==> config.mk <==
export PLATFORM = sky130hd
export DESIGN_NAME = regfile_scoreboard
export DESIGN_NICKNAME = d
export VERILOG_FILES = /design/src/rtl/regfile_scoreboard.sv
export SDC_FILE = /design/constraint.sdc
export NUM_CORES = 1
export LEC_CHECK = 0
export ABC_AREA = 1
export CAP_MARGIN = 20
export CORE_MARGIN = 2
export CORE_UTILIZATION = 60
export CTS_BUF_LIST = sky130_fd_sc_hd__clkbuf_2 sky130_fd_sc_hd__clkbuf_4 sky130_fd_sc_hd__clkbuf_8
export DETAILED_ROUTE_END_ITERATION = 12
export MAX_ROUTING_LAYER = met4
export PLACE_DENSITY = 0.84
export SLEW_MARGIN = 20
export SYNTH_ARGS = -nofsm -noshare
export SYNTH_HDL_FRONTEND = slang
export SYNTH_SLANG_ARGS = --single-unit
==> constraint.sdc <==
create_clock -name clk -period 2.2 [get_ports clk]
set_clock_uncertainty 0.15 [all_clocks]
set_input_delay 0.22 -clock clk [delete_from_list [all_inputs] [get_ports clk]]
set_output_delay 0.22 -clock clk [all_outputs]
set_load 0.01 [all_outputs]
==> src/rtl/regfile_scoreboard.sv <==
`default_nettype none
// ============================================================================
// Module   : regfile_scoreboard
// Purpose  : Register status scoreboard between dispatch/ROB and the
//            architectural register file. Tracks per-register busy/tag,
//            answers operand lookups, turns commits into registered
//            register-file writes and recovers from pipeline flushes.
// Revision : 1.0 - initial release
// ============================================================================
module regfile_scoreboard #(
  parameter int TAG_W = 3,
  parameter int NREG  = 32
) (
  input  logic             clk,
  input  logic             rst_n,
  input  logic             disp_valid,
  output logic             disp_ready,
  input  logic [4:0]       disp_rd,
  input  logic [TAG_W-1:0] disp_tag,
  input  logic [4:0]       rs1,
  input  logic [4:0]       rs2,
  output logic             rs1_busy,
  output logic [TAG_W-1:0] rs1_tag,
  output logic             rs1_fwd,
  output logic             rs2_busy,
  output logic [TAG_W-1:0] rs2_tag,
  output logic             rs2_fwd,
  input  logic             commit_valid,
  input  logic [4:0]       commit_rd,
  input  logic [TAG_W-1:0] commit_tag,
  input  logic [31:0]      commit_data,
  input  logic             flush,
  output logic             rf_we,
  output logic [4:0]       rf_waddr,
  output logic [31:0]      rf_wdata
);

  localparam int RW = 5;

  typedef enum logic [0:0] {
    ST_RUN     = 1'b0,
    ST_RECOVER = 1'b1
  } state_e;

  state_e            state_q, state_d;
  logic [NREG-1:0]   busy_q, busy_d;
  logic [TAG_W-1:0]  tag_q [NREG];
  logic [TAG_W-1:0]  tag_d [NREG];
  logic              rf_we_q, rf_we_d;
  logic [RW-1:0]     rf_waddr_q, rf_waddr_d;
  logic [31:0]       rf_wdata_q, rf_wdata_d;
  logic              disp_fire;

  // FSM next state: any sampled flush lands in (or keeps us in) RECOVER
  always_comb begin
    state_d    = ST_RUN;
    disp_ready = 1'b0;
    if (flush) begin
      state_d = ST_RECOVER;
    end
    if (state_q == ST_RUN) begin
      disp_ready = 1'b1;
    end
  end

  // A dispatch allocates only when accepted, not flushed, and not to x0
  assign disp_fire = disp_valid & disp_ready & ~flush & (disp_rd != '0);

  // Table next state: flush wipes all, else tag-matched commit clears, dispatch overrides
  always_comb begin
    busy_d = busy_q;
    for (int i = 0; i < NREG; i++) begin
      tag_d[i] = tag_q[i];
    end
    if (flush) begin
      busy_d = '0;
      for (int i = 0; i < NREG; i++) begin
        tag_d[i] = '0;
      end
    end else begin
      for (int i = 0; i < NREG; i++) begin
        if (commit_valid && (commit_rd == i[RW-1:0]) && (tag_q[i] == commit_tag)) begin
          busy_d[i] = 1'b0;
        end
        if (disp_fire && (disp_rd == i[RW-1:0])) begin
          busy_d[i] = 1'b1;
          tag_d[i]  = disp_tag;
        end
      end
    end
  end

  // Register-file write staging: one cycle after the commit; x0 is never written
  always_comb begin
    rf_we_d    = commit_valid && (commit_rd != '0);
    rf_waddr_d = rf_waddr_q;
    rf_wdata_d = rf_wdata_q;
    if (commit_valid) begin
      rf_waddr_d = commit_rd;
      rf_wdata_d = commit_data;
    end
  end

  // State registers with asynchronous clear
  always_ff @(posedge clk or negedge rst_n) begin
    if (!rst_n) begin
      state_q    <= ST_RUN;
      busy_q     <= '0;
      rf_we_q    <= 1'b0;
      rf_waddr_q <= '0;
      rf_wdata_q <= '0;
      for (int i = 0; i < NREG; i++) begin
        tag_q[i] <= '0;
      end
    end else begin
      state_q    <= state_d;
      busy_q     <= busy_d;
      rf_we_q    <= rf_we_d;
      rf_waddr_q <= rf_waddr_d;
      rf_wdata_q <= rf_wdata_d;
      for (int i = 0; i < NREG; i++) begin
        tag_q[i] <= tag_d[i];
      end
    end
  end

  assign rf_we    = rf_we_q;
  assign rf_waddr = rf_waddr_q;
  assign rf_wdata = rf_wdata_q;

  // rs1 lookup from pre-edge table state, forwarding a matching commit
  always_comb begin
    rs1_busy = 1'b0;
    rs1_tag  = '0;
    rs1_fwd  = 1'b0;
    if ((rs1 != '0) && busy_q[rs1]) begin
      if (commit_valid && (commit_rd == rs1) && (commit_tag == tag_q[rs1])) begin
        rs1_fwd = 1'b1;
      end else begin
        rs1_busy = 1'b1;
        rs1_tag  = tag_q[rs1];
      end
    end
  end

  // rs2 lookup, identical rules to rs1
  always_comb begin
    rs2_busy = 1'b0;
    rs2_tag  = '0;
    rs2_fwd  = 1'b0;
    if ((rs2 != '0) && busy_q[rs2]) begin
      if (commit_valid && (commit_rd == rs2) && (commit_tag == tag_q[rs2])) begin
        rs2_fwd = 1'b1;
      end else begin
        rs2_busy = 1'b1;
        rs2_tag  = tag_q[rs2];
      end
    end
  end

endmodule
`default_nettype wire

==> metrics.txt <==
Ys Warns=0; antenna violations before repair=0; PnR worst setup slack=-575 ps; status=complete, but fails checks; via count=12842; Cells after DPL=2081; Hold Fails Final Rpt=0; RSZ-0062 raised after global routing=yes; PortBufs=111; GR Util All Layers=44.6%; Synth Area in Compound Gates=17.1%; CP arrival=2410 ps; Worst path slowest cell=clkdlybuf4s50_1; Seq/Total Area, Yosys=38.3%; clk sinks=167; Initial DRT Pass Iterations=7; Slew HR=54.8%; Setup CP Type=primary input to output pin; CTS Buffer Depth=2; Post-Layout Inst Area=around 14000 um^2; Post-synth EDFFs=0; final slew viol count=0; Synth Area in Simple Gates=30.9%; Top Family by Delay on Critical Path=buffers and inverters; Cells after Synth=around 1600; largest family of logic cells by synthesized area=simple AND/OR/NAND/NOR gates; required time of the critical path=1830 ps; Power Dens Cells=517 nW/um^2; CP peak stage delay=570 ps; die height=139 um; gp weighted congestion=~1.1; clock slew at reported path FFs=100 ps; die area=roughly 19000 um^2; commonest register cell after synthesis=dfrtp_1; vias per cell=between 6 and 7; final worst-path cycle share=126%; Worst Hold Slack=109 ps; CTS tree=yes; maximum fanout along the worst path=8; cts bufs inserted=17; Net count, final=1954; max cap viols=0; IO Count=112; # diodes=0; Residual DRC=0; CTS Root Cell=clkbuf_8; crit end category=output pin; 1st-iter DRT viols=1919; startpoint type of the worst setup path=primary input; Yosys reg bits=about 170; worst skew pair latency=approximately 500 ps; first-pass GRT wire length=around 65 mm; FP Rows=slightly below 50; pin count of the biggest net entering global routing=112; Post-Route Utilization=80.3%; Buffers & Inverters on Critical Path=7; Worst R2R Start=state_q; Syn Area/Cell=6.80 um^2; Layout area overhead=31.8%; H-tree depth=4; global route overflow=0; syn nets=between 1500 and 2000; post-synthesis mux area share=0%; Worst setup startpoint=rs2[2]; worst-path cell chain=clkdlybuf4s50_1, clkinv_1, nor2_4, nand2_1, nand2_1, nor2_1, nand2_1, nand2_1, buf_4, buf_4, buf_4, buf_4, nor2_4, buf_6; Worst VDD drop=484 uV; Hold Crit Class=primary input to async pin; Layout Cells excl Fill=2132; Yosys cell types=44; failing checks=setup timing; XOR/XNOR Fraction of Synth Area=2.57%; placed cell areas=13700 um^2; dpl hpwl=29.6 mm; Post-Synth Adder-Cell Area=0%; Final min period=~2800 ps; static leakage=about 0.007 uW; area of the core=around 18000 um^2; chip width=~140 um; vias in the first global route=12171; final wirelength=42.1 mm; actual slew at the worst max-slew pin=678 ps; Initial Util=61.0%; FFs w/ async S/R, synth=100%; Post-Syn Area=10900 um^2; post-route ant nets=0; fill count=1308; Highest Clock Rate=0.360 GHz; final setup fails=10; layout cells sized above 1=21.7%; wire per inst=19.8 um
==> routing by layer <==
metal | up-vias | global-route usage (%) | routed length [um]
li1 | 5789 | - | -
met1 | 5897 | 58.2 | 16100
met2 | 964 | 65.8 | 18400
met3 | 192 | 12.1 | 5670
met4 | 0 | 19.3 | 2030
met5 | - | - | 0
==> synth_stat cells, types with 9 or more instances <==
cell       number  area (um^2)
a21oi_1        84          420
buf_2          22          110
buf_4          14          105
buf_6          13          146
clkbuf_1       33          124
dfrtp_1       167         4180
inv_1         167          627
nand2_1       493         1850
nand3_1       143          716
nand4_1        20          125
nor2_1        135          507
o2111ai_1       9         78.8
o211ai_1       17          128
o21ai_0       139          696
o21ai_1        14         70.1
o22ai_1        25          156
xnor2_1        21          184
xor2_1         11         96.3
==> registers in the layout, indices dropped and copies added, names as in the netlist <==
| register | flops |
|---|---|
| rf_waddr | 5 |
| busy_q | 32 |
| state_q | 1 |
| rf_wdata | 32 |
| rf_we | 1 |
| tag_q | 96 |
==> path summary, 6_finish.rpt <==
kind	slack, ps	endpoint	cells past startpoint
setup / recovery	-580	rs2_tag[1]	14
hold / removal	110	busy_q[23]	3
setup reg to reg	350	tag_q[45]	8
hold reg to reg	330	rf_wdata[0]	2
max in group asynchronous	1160	rf_wdata[26]	3
min in group clk	110	rf_wdata[1]	3
==> stage by stage <==
| step | power (uW) | TNS [ps] | setup slack (ps) |
|---|---|---|---|
| 2_1_floorplan | 4180 | 0 | 378 |
| 3_3_place_gp | 5030 | -8780 | -907 |
| 3_5_place_dp | 5070 | -9720 | -990 |
| 4_1_cts | 7330 | -3730 | -426 |
| 5_1_grt | 7680 | -5350 | -587 |
| 6_report | 7430 | -4520 | -575 |
==> cells by family (layout without fill, tap and decap cells) <==
kind of cell,Yosys count,in the layout
DFF,167,167
buffers and inverters,269,567
xor gates and xnor gates,32,32
AOI/OAI and AO/OA,322,322
and+or+nand+nor,815,815
==> layout make-up <==
type | count | area, um^2 | share of cell area (%)
repair buffers | 358 | 3170 | 22.0
clock buffers | 18 | 248 | 1.72
well taps | 229 | 287 | 1.99
inverters | 178 | 677 | 4.71
clock inverters | 13 | 134 | 0.931
multi-input cells | 1169 | 5690 | 39.6
flip-flops and latches | 167 | 4180 | 29.1
==> where the power goes <==
group | internal (uW) | switching (uW) | total [uW]
clock | 949 | 1320 | 2270
combinational | 795 | 1110 | 1910
sequential | 3180 | 70.0 | 3250
==> worst reg2reg max path: cells and delay by family, from the launching register on <==
kind,cells,cell delay (ps)
AO/OA/AOI/OAI,1,100
buffers and inverters,2,280
flip-flops,1,380
AND/OR/NAND/NOR,5,810
==> cell usage in the layout, fill, tap and decap left out, drive strengths merged, types with 3 or more instances in the layout <==
master         count
clkinvlp           5
a31o               8
xnor2             21
xor2              11
clkbuf            18
o22ai             25
nor2             143
o2111ai            9
nor3               4
nand2            499
clkdlybuf4s50     92
a21oi             86
o21ai            153
dlygate4sd2        3
dfrtp            167
buf              262
clkinv             3
inv              182
nor4               3
o211ai            25
o31ai              4
a2111oi            3
nand4             20
nand3            145
==> timing repair <==
action | in CTS | in global routing
setup buffers | 11 | 8
pin swaps | 27 | 28
resized for setup | 93 | 41
hold buffers | 1 | 0
endpoints found under the hold margin | 167 | 0
endpoints found under the setup margin | 10 | 10
(Power assumes the default switching activity.)
